`config.mk`:
```
export PLATFORM = sky130hd
export DESIGN_NAME = uart_tx_ctrl
export DESIGN_NICKNAME = d
export VERILOG_FILES = /design/src/rtl/uart_pkg.sv /design/src/rtl/pixel_addr_counter.sv /design/src/rtl/uart_tx_ctrl.sv
export SDC_FILE = /design/constraint.sdc
export NUM_CORES = 1
export LEC_CHECK = 0
export ABC_AREA = 1
export CORE_ASPECT_RATIO = 1.25
export CORE_MARGIN = 8
export CORE_UTILIZATION = 45
export DETAILED_ROUTE_END_ITERATION = 6
export HOLD_SLACK_MARGIN = 0.12
export PLACE_DENSITY = 0.85
export SLEW_MARGIN = 10
export SYNTH_ARGS = -nofsm -noshare
export SYNTH_HDL_FRONTEND = slang
export SYNTH_SLANG_ARGS = --single-unit
```
`constraint.sdc`:
```
create_clock -name clk -period 3.86 [get_ports clk]
set_input_delay 0.386 -clock clk [delete_from_list [all_inputs] [get_ports clk]]
set_output_delay 0.386 -clock clk [all_outputs]
set_load 0.01 [all_outputs]
```
`src/rtl/uart_pkg.sv`:
```
// Shared definitions for the frame-buffer UART link (TX controller and RX assembler).
package uart_pkg;
  localparam int PIXEL_W = 24;
  localparam int R_LSB = 16;
  localparam int G_LSB = 8;
  localparam int B_LSB = 0;

  typedef logic [7:0] uart_byte_t;

  typedef enum logic [3:0] {
    IDLE, READ, LATCH,
    SEND_R, WAITH_R, WAITL_R,
    SEND_G, WAITH_G, WAITL_G,
    SEND_B, WAITH_B, WAITL_B,
    NEXT
  } tx_state_t;

  function automatic uart_byte_t pixel_lane(input logic [PIXEL_W-1:0] px, input int lsb);
    return px[lsb +: 8];
  endfunction
endpackage

```
`src/rtl/pixel_addr_counter.sv`:
```
// Pixel read-address counter: clears to 0, steps by one, saturates at N_PIXELS-1.
module pixel_addr_counter #(
  parameter int N_PIXELS = 1024,
  parameter int ADDR_W   = 10
) (
  input  logic              clk,
  input  logic              reset,
  input  logic              clear,
  input  logic              inc,
  output logic [ADDR_W-1:0] addr,
  output logic              is_last
);
  localparam logic [ADDR_W-1:0] LAST = ADDR_W'(N_PIXELS - 1);

  always_ff @(posedge clk or negedge reset) begin
    if (!reset) begin
      addr <= '0;
    end else if (clear) begin
      addr <= '0;
    end else if (inc && (addr != LAST)) begin
      addr <= addr + 1'b1;
    end
  end

  assign is_last = (addr == LAST);
endmodule

```
`src/rtl/uart_tx_ctrl.sv`:
```
// Streams BRAM pixels as R,G,B UART bytes; FSM state is exported on state_dbg.
// Handshake: tx_start is a one-cycle request; the TX core answers with a tx_busy
// pulse (any width, any delay) and the next byte is issued only after it falls.
module uart_tx_ctrl
  import uart_pkg::*;
#(
  parameter int N_PIXELS = 1024,
  parameter int ADDR_W   = 10
) (
  input  logic              clk,
  input  logic              reset,
  input  logic              start,
  input  logic [23:0]       bram_data,
  input  logic              tx_busy,
  output logic [ADDR_W-1:0] bram_addr,
  output logic              bram_rd_en,
  output logic [7:0]        tx_data,
  output logic              tx_start,
  output logic              busy,
  output logic              done,
  output tx_state_t         state_dbg
);
  tx_state_t            state;
  logic [PIXEL_W-1:0]   pixel;
  logic                 is_last;
  logic                 addr_clear;
  logic                 addr_inc;

  // The address only moves while in NEXT, so it is stable for READ of every pixel.
  assign addr_clear = (state == IDLE) || ((state == NEXT) && is_last);
  assign addr_inc   = (state == NEXT) && !is_last;
  assign state_dbg  = state;

  pixel_addr_counter #(
    .N_PIXELS (N_PIXELS),
    .ADDR_W   (ADDR_W)
  ) u_addr (
    .clk     (clk),
    .reset   (reset),
    .clear   (addr_clear),
    .inc     (addr_inc),
    .addr    (bram_addr),
    .is_last (is_last)
  );

  always_ff @(posedge clk or negedge reset) begin
    if (!reset) begin
      state      <= IDLE;
      pixel      <= '0;
      tx_data    <= '0;
      tx_start   <= 1'b0;
      bram_rd_en <= 1'b0;
      busy       <= 1'b0;
      done       <= 1'b0;
    end else begin
      tx_start   <= 1'b0;
      bram_rd_en <= 1'b0;
      done       <= 1'b0;
      case (state)
        IDLE: begin
          if (start) begin
            state      <= READ;
            bram_rd_en <= 1'b1;
            busy       <= 1'b1;
          end
        end
        READ: state <= LATCH;
        LATCH: begin
          // BRAM word is valid this cycle; R goes straight out alongside the capture.
          pixel    <= bram_data;
          tx_data  <= pixel_lane(bram_data, R_LSB);
          tx_start <= 1'b1;
          state    <= SEND_R;
        end
        SEND_R:  state <= WAITH_R;
        WAITH_R: if (tx_busy) state <= WAITL_R;
        WAITL_R: begin
          if (!tx_busy) begin
            tx_data  <= pixel_lane(pixel, G_LSB);
            tx_start <= 1'b1;
            state    <= SEND_G;
          end
        end
        SEND_G:  state <= WAITH_G;
        WAITH_G: if (tx_busy) state <= WAITL_G;
        WAITL_G: begin
          if (!tx_busy) begin
            tx_data  <= pixel_lane(pixel, B_LSB);
            tx_start <= 1'b1;
            state    <= SEND_B;
          end
        end
        SEND_B:  state <= WAITH_B;
        WAITH_B: if (tx_busy) state <= WAITL_B;
        WAITL_B: begin
          if (!tx_busy) begin
            state <= NEXT;
            done  <= is_last;
          end
        end
        NEXT: begin
          if (is_last) begin
            state <= IDLE;
            busy  <= 1'b0;
          end else begin
            state      <= READ;
            bram_rd_en <= 1'b1;
          end
        end
        default: begin
          state <= IDLE;
          busy  <= 1'b0;
        end
      endcase
    end
  end
endmodule
```
Word-level counts from Yosys, hierarchy flattened

Cells that the tools add are included.

Flip-flop bits (word level): 42
Output and inout port bits: 26
Logic and storage cells: 69
Input port bits: 28

Mux-type cells: 24
Bitwise gates (word level): 1
Eq/ne operators: 22
Reductions and logical operators: 13
Add/subtract/negate cells: 1

Operators by type and width:

| kind                                                             | count |
|---|---|
| 4-bit one-hot mux with 13 select lines                           | 1 |
| 4-bit 2-to-1 mux                                                 | 7 |
| 8-bit one-hot mux with 3 select lines                            | 1 |
| 4-bit == test (second input constant)                            | 5 |
| 10-bit 2-to-1 mux                                                | 2 |
| 4-bit by 3-bit == test with 1-bit output (second input constant) | 4 |
| 8-bit 2-to-1 mux                                                 | 2 |
| 2-bit inequality test (second input constant)                    | 8 |
| 11-bit OR reduction                                              | 1 |
| 10-bit by 1-bit adder with 10-bit output (second input constant) | 1 |
| 10-bit == test (second input constant)                           | 1 |
| 10-bit inequality test (second input constant)                   | 1 |
| 4-bit by 2-bit == test with 1-bit output (second input constant) | 2 |
| 1-bit 2-to-1 mux                                                 | 8 |
| 7-bit AND reduction                                              | 1 |
| 3-bit AND reduction                                              | 2 |
| 4-bit by 1-bit == test with 1-bit output (second input constant) | 1 |
| 4-bit logical NOT                                                | 1 |
| 1-bit one-hot mux with 2 select lines                            | 2 |
| 1-bit logical AND                                                | 3 |
| 1-bit one-hot mux with 3 select lines                            | 1 |
| 3-bit nonzero test                                               | 1 |
| 2-bit nonzero test                                               | 1 |
| 2-bit OR reduction                                               | 1 |
| 3 further kinds                                                  | 3 |

Logic depth before layout (Yosys ltp)

Gate-level depths: netlist (run 1).

Word-level depth: 6
Mapped depth: 9
Mapped depth without buffers: 9

Cells and area by module

A second synthesis (run 1) with hierarchy kept.

Cell total of the unflattened synthesis: 323
Area, all modules: 2329.7 um^2

Modules (own cells, without submodules):

| module             | instances | area an instance (um^2) | cells an instance |
|---|---|---|---|
| uart_tx_ctrl       | 1         | 1664.1                  | 225 |
| pixel_addr_counter | 1         | 665.6                   | 98 |

Worst setup path after synthesis (run 1)

No wires, ideal clock.

Path type: register to register
Start: register u_addr.addr[0]
End: register u_addr.addr[2]
Slack: 2.439 ns
Path buffers: 0
Cell stages (with the launch flop): 9
Arrival time: 1.295 ns
Clock period less this slack: 1.421 ns
Data required time: 3.734 ns
Cells stage by stage: dfrtp_1 -> ha_1 -> nand3_1 -> nor2_1 -> nand2_1 -> nand2_1 -> nand2_1 -> inv_2 -> a21oi_1

Longest elaborated chain between the ends: 5
Elaborated cells on any way between the ends: 11
Classes of those cells: add/sub (1); eq/ne (2); mux (2); reduce/logical (6)

Ends and longest elaborated chain:

| what                                                                             | RTL line                 | source |
|---|---|---|
| start: declaration                                                               | pixel_addr_counter.sv:10 | `output logic [ADDR_W-1:0] addr,` |
| start signal: assignment                                                         | pixel_addr_counter.sv:21 | `addr <= addr + 1'b1;` |
| branches (longest 5 deep; another with 10-bit by 1-bit adder with 10-bit output) | -                        |  |

Parallel ways; which one is timed is not known. The select of a mux whose other input is x is not followed.
A chain may end at the register's enable or synchronous reset.

Final worst setup path (run 1)

Start: register u_addr.addr[0]
End: output bram_addr[0]

RTL lines:

| what             | RTL line           | source |
|---|---|---|
| end: declaration | uart_tx_ctrl.sv:15 | `output logic [ADDR_W-1:0] bram_addr,` |

No word-level cell between the ends.

==> flow_summary.ini, run 1 <==
[clocking]
cts_max_level = 2
tritoncts = yes
clk_pin_slew_ns = 0.08
clock_sinks = 42
cts_inserted_buffers = 5
cts_hold_buf = 0
cts-root-buf = clkbuf_8
cts_max_path_buffers = 2
clk-insertion-delay-late_ns = 0.30
postCtsResizedCells = 0
post_cts_buffers = 0

[power]
power_frac_comb_pct = 46.1
ir_drop_v = 0.0003482
p_switching_w = 0.0008183
clockPowerShare_pct = 15.6
p_seq_share_pct = 38.3
sw_frac_of_total_pct = 42.45
internal_power_w = 0.001109
powerDensity_nw_per_um2 = 660.3
p_leak_nw = 1.460

[synthesis]
syn_area_um2 = 2247
synth_nets = 322
syn_avg_cell_area_um2 = 7.669
synthArstFlopShare_pct = 100.0
synthFlopType = dfrtp_1
yosysTopAreaCell = dfrtp_1
synthTopCellsByArea = dfrtp_1 (47%), nand2_1 (25%), nor2_8 (4.5%)
synthDistinctLibCells = 26
yosysTopAreaCellShare_pct = 46.77
yosysSeqAreaShare_pct = 46.77
synth_seq_cells = 42
syn_inst = 293
synth_most_common_cell = nand2_1
synthTopCellsByCount = nand2_1 (150), dfrtp_1 (42), nand3_1 (19), nor2_1 (14), inv_1 (11)
yosys_warnings = 0
synth-edff-count = 0

[status]
status = complete, no violations

[setup_path]
max_stage_delay_ns = 0.60
critical_path_class = flop to output port
critical_path_required_ns = 3.47
endpoint_kind = output port
crit_chain = clkdlybuf4s50_1
crit_buf_inv = 1
critPathLaunchType = flop
arrival_ns = 1.42
critPathSlowestCell = clkdlybuf4s50_1
critPathTopFamily = buffers and inverters
crit_fanout = 9

[final_layout]
fill_cells = 449
antennaDiodeCount = 0
finalNetCount = 379
layout-drive-gt1-share_pct = 11.11
fin_util_pct = 61.27
area_delta_synth_final_pct = 29.90

[placement]
gp_congestion = 0.8700
io_buffer_count = 53
dp_hpwl_mm = 4.048

[timing]
fmax_ghz = 0.5545
skew_ns = 0.005937
hold_violations = 0
worstMarginPinSlew_ns = 0.9041
final-max-slew-violation-count = 0
rsz0062_at_grt = false
post-route-period-util_pct = 46.72
setup_viol = 0
slew_headroom_pct = 39.73
period_needed_ns = 1.804
fin_tns_setup_ns = 0

[route]
vias_per_cell = 4.956
detail_route.iter0.violations = 110
wl_mm = 5.238
drc_errors = 0
drt_pass1_iterations = 4
ant_nets = 0
wire_per_inst_um = 12.74
vias = 2037

[floorplanning]
die_y_um = 95.01
start_util_pct = 47.16
core_region_area_um2 = 4765
die_w_um = 79.21
ios = 54
die_area_um2 = 7525
rows = 28

[global_route]
grtUsageTotal_pct = 15.04
grt_pass1_vias = 2150
antenna_found_initial = 0
grt_pass1_wl_mm = 9.190
grt_remaining_overflow = 0
grt_max_degree = 43

[run]
cap_violations = 0

[min_path]
min_path_type = primary input to async pin
==> cells in the final DEF (no fill, tap or decap), drive strengths merged <==
cell type,netlist,final
clkbuf,0,6
clkinv,1,2
a21oi,3,3
nand2,159,159
dfrtp,42,42
nand3b,2,2
nor2,23,23
o21bai,1,1
a31oi,1,1
nor3,5,5
nor4,1,1
ha,1,1
nand4,6,6
clkinvlp,0,1
o21ai,6,6
nand3,19,19
inv,20,20
buf,3,1
clkdlybuf4s50,0,52
==> path summary, 6_finish.rpt <==
check	slack (ns)	cells after the start	startpoint	endpoint
max	2.06	1	u_addr.addr[0]	bram_addr[0]
min	0.21	1	reset	bram_rd_en
max reg2reg	2.18	8	u_addr.addr[0]	u_addr.addr[2]
min reg2reg	0.47	2	pixel[1]	pixel[1]
max in group asynchronous	3.08	1	reset	pixel[12]
min in group clk	0.47	2	pixel[1]	pixel[1]
==> routing by layer <==
layer  vias to the layer above  global-route usage, %  routed length [µm]
li1                       1029                      -                   -
met1                       919                  16.43                2176
met2                        79                  26.56                2592
met3                        10                  4.183                 362
met4                         0                  6.502                 106
met5                         -                      0                   0
==> cell families after synthesis <==
logic type,count (synthesis),synth area share (%)
simple gates,215,44.99
flops,42,46.77
buf+inv,24,4.565
fa+ha+maj,1,0.5567
compound gates,11,3.118
==> layout make-up <==
class / count / area, µm² / area share, %
Clock buffer: 6 / 82.58 / 2.829
Clock inverter: 2 / 12.51 / 0.4286
Inverter: 21 / 78.83 / 2.700
Multi-Input combinational cell: 227 / 1094 / 37.46
Sequential cell: 42 / 1051 / 36.01
Tap cell: 60 / 75.07 / 2.572
Timing Repair Buffer: 53 / 525.5 / 18.00
==> metrics by stage <==
step / power (W) / hold WS [ns] / cells / setup slack (ns) / cell area (µm²)
3_3_place_gp: 0.001603 / 0.4541 / 403 / 2.088 / 2824
3_5_place_dp: 0.001639 / 0.4591 / 403 / 2.014 / 2824
5_1_grt: 0.002081 / 0.2902 / 411 / 2.013 / 2919
6_report: 0.001928 / 0.2115 / 411 / 2.056 / 2919
2_1_floorplan: 0.001323 / 0.09041 / 293 / 2.439 / 2247
4_1_cts: 0.001942 / 0.2421 / 411 / 2.056 / 2919
==> worst reg2reg max path: cells and delay by family, from the launching register on <==
kind	cells	cell delay [ns]
AO/OA/AOI/OAI	1	0.05
adder cells (fa/ha/maj)	1	0.33
buffers and inverters	1	0.10
flip-flops	1	0.52
AND/OR/NAND/NOR	5	0.57
==> power by group through the flow <==
stage | clock network (W) | registers [W] | logic [W]
after floorplan | 0 | 0.000749 | 0.000574
after global placement | 0 | 0.000734 | 0.000869
after detailed placement | 0 | 0.000743 | 0.000896
after CTS | 0.000307 | 0.000736 | 0.000899
after global routing | 0.000331 | 0.000754 | 0.000996
final | 0.000301 | 0.000739 | 0.000888
==> registers in the layout, summed over array words and instances (netlist names) <==
signal / cells
bram_rd_en: 1
busy: 1
done: 1
pixel: 16
u_addr.addr: 10
state_dbg: 4
tx_start: 1
tx_data: 8
Note: power is estimated with default switching activity, not from simulation.
==> run 2, diff against run 1 <==
--- a/config.mk
+++ b/config.mk
@@ -11,7 +11,7 @@
 export CORE_UTILIZATION = 45
 export DETAILED_ROUTE_END_ITERATION = 6
 export HOLD_SLACK_MARGIN = 0.12
-export PLACE_DENSITY = 0.85
+export PLACE_DENSITY = 0.87
 export SLEW_MARGIN = 10
 export SYNTH_ARGS = -nofsm -noshare
 export SYNTH_HDL_FRONTEND = slang
==> constraint.sdc (replaced) <==
create_clock -name clk -period 1.4 [get_ports clk]
set_input_delay 0.14 -clock clk [delete_from_list [all_inputs] [get_ports clk]]
set_output_delay 0.14 -clock clk [all_outputs]
set_load 0.01 [all_outputs]
==> flow_summary.ini, run 2 (synthesis results as in run 1) <==
[status]
status = finished with violations
violations = negative setup slack

[final_layout]
layout-drive-gt1-share_pct = 23.44
reg_top3 = pixel (16), u_addr.addr (10), tx_data (8)
layout_commonest_cell = nand2_1
finalNetCount = 412
area_delta_synth_final_pct = 44.88
final_cell_area_um2 = 3256
antennaDiodeCount = 0
final_cell_mix = nand2_1 (142), clkdlybuf4s50_1 (38), dfrtp_1 (36)
fin_cells = 444
regMostFlops = pixel
largest_register_ffs = 16

[timing]
final-max-slew-violation-count = 0
post-route-period-util_pct = 103.9
slew_headroom_pct = 65.63
fin_tns_setup_ns = -0.2644
skew_ns = 0.01028
rsz0062_at_grt = true
worstMarginPinSlew_ns = 0.5155
fmax_ghz = 0.6875
setup_viol = 8
worst_slack_ns = -0.05444
hold_violations = 0
period_needed_ns = 1.454

[power]
sw_frac_of_total_pct = 42.60
internal_power_w = 0.003347
p_seq_share_pct = 34.7
power_frac_comb_pct = 51.9
p_leak_nw = 1.759
powerDensity_nw_per_um2 = 1791
clockPowerShare_pct = 13.4
ir_drop_v = 0.001086
p_switching_w = 0.002484

[setup_path]
endpoint_kind = flop
critPathLaunchType = flop
critical_path_required_ns = 1.64
critical_path_class = flop to flop
crit_fanout = 7
arrival_ns = 1.69

[placement]
io_buffer_count = 53
placed_cells = 422
dp_hpwl_mm = 4.313
place_area_um2 = 2968
gp_congestion = 0.8806
dpl_worst_slack_ns = -0.06346

[clocking]
tritoncts = yes
clock_sinks = 42
clk_pin_slew_ns = 0.08
cts_max_level = 2
cts-root-buf = clkbuf_8
cts_max_path_buffers = 2
clk-insertion-delay-late_ns = 0.30
cts_inserted_buffers = 5

[run]
cap_violations = 0

[route]
vias = 2233
vias_per_cell = 5.029
met3_length_um = 379
wl_met2_mm = 3.116
drt-met1-wl_mm = 2.356
highest_layer = met4
drc_errors = 0
drt_pass1_iterations = 4
wl_mm = 5.938
wire_per_inst_um = 13.37
detail_route.iter0.violations = 81
ant_nets = 0

[global_route]
grt_pass1_vias = 2148
antenna_found_initial = 0
grt_remaining_overflow = 0
grt_pass1_wl_mm = 9.563
grtUsageTotal_pct = 15.55
grt_max_degree = 43

[floorplanning]
ios = 54
core_region_area_um2 = 4765
die_y_um = 95.01
rows = 28
die_area_um2 = 7525
start_util_pct = 47.16
die_w_um = 79.21

[min_path]
min_path_type = primary input to flop
## run 2: metrics by stage
step | utilization (%) | total power, W | hold WS (ns)
floorplan | - | 0.003650 | -0.1556
global placement | 62.29 | 0.004642 | 0.2241
detailed placement | 62.29 | 0.004756 | 0.2374
CTS | 65.68 | 0.005543 | 0.3662
global route | 68.33 | 0.006248 | 0.3867
finish | 68.33 | 0.005832 | 0.3721
## run 2: final cells by class
class	count	area, µm²
repair buffers	86	808.3
clock inverters	2	13.76
well taps	60	75.07
flip-flops and latches	42	1059
inverters	21	86.33
multi-input cells	227	1141
clock buffers	6	72.57
fillers	378	1509
## run 2: power groups by stage
stage | registers [W] | logic, W | clock network (W)
2_1_floorplan | 0.00207 | 0.00158 | 0
3_5_place_dp | 0.00201 | 0.00275 | 0
5_1_grt | 0.00207 | 0.00333 | 0.000853
4_1_cts | 0.00200 | 0.00275 | 0.000794
6_report | 0.00203 | 0.00303 | 0.000780
3_3_place_gp | 0.00198 | 0.00266 | 0
## run 2: layer usage
metal / vias to the layer above / GRT usage (%)
met3: 9 / 4.373
li1: 1101 / -
met4: 0 / 3.715
met5: - / 0
met2: 74 / 27.73
met1: 1049 / 17.86
## run 2: worst paths after layout
kind,start,end,slack (ns),cells after the start
worst max-delay path,state_dbg[3],tx_data[0],-0.05,9
worst min-delay path,bram_data[10],pixel[10],0.37,3
worst max register to register,state_dbg[3],tx_data[0],-0.05,9
worst min register to register,pixel[12],pixel[12],0.47,2
max in group asynchronous,reset,state_dbg[2],0.58,3
min in group asynchronous,reset,busy,0.42,3
## run 2: what timing repair did
item                                   4_1_cts  5_1_grt
endpoints found under the hold margin       42        0
hold buffers                                 1        0
gates resized for setup                     14       31
setup buffers                                8        5
setup endpoints to repair                   21       29
pin swaps                                    0       11
gates cloned                                 0        0
## run 2: worst max-delay path: stages (launching register included)
cell and delay [ns]:
dfrtp_2 0.43, buf_6 0.14, inv_6 0.06, nand2_8 0.06, nor2_8 0.15, nor2_8 0.08
o21ai_4 0.22, buf_4 0.14, nand2_1 0.05, nand2_1 0.06
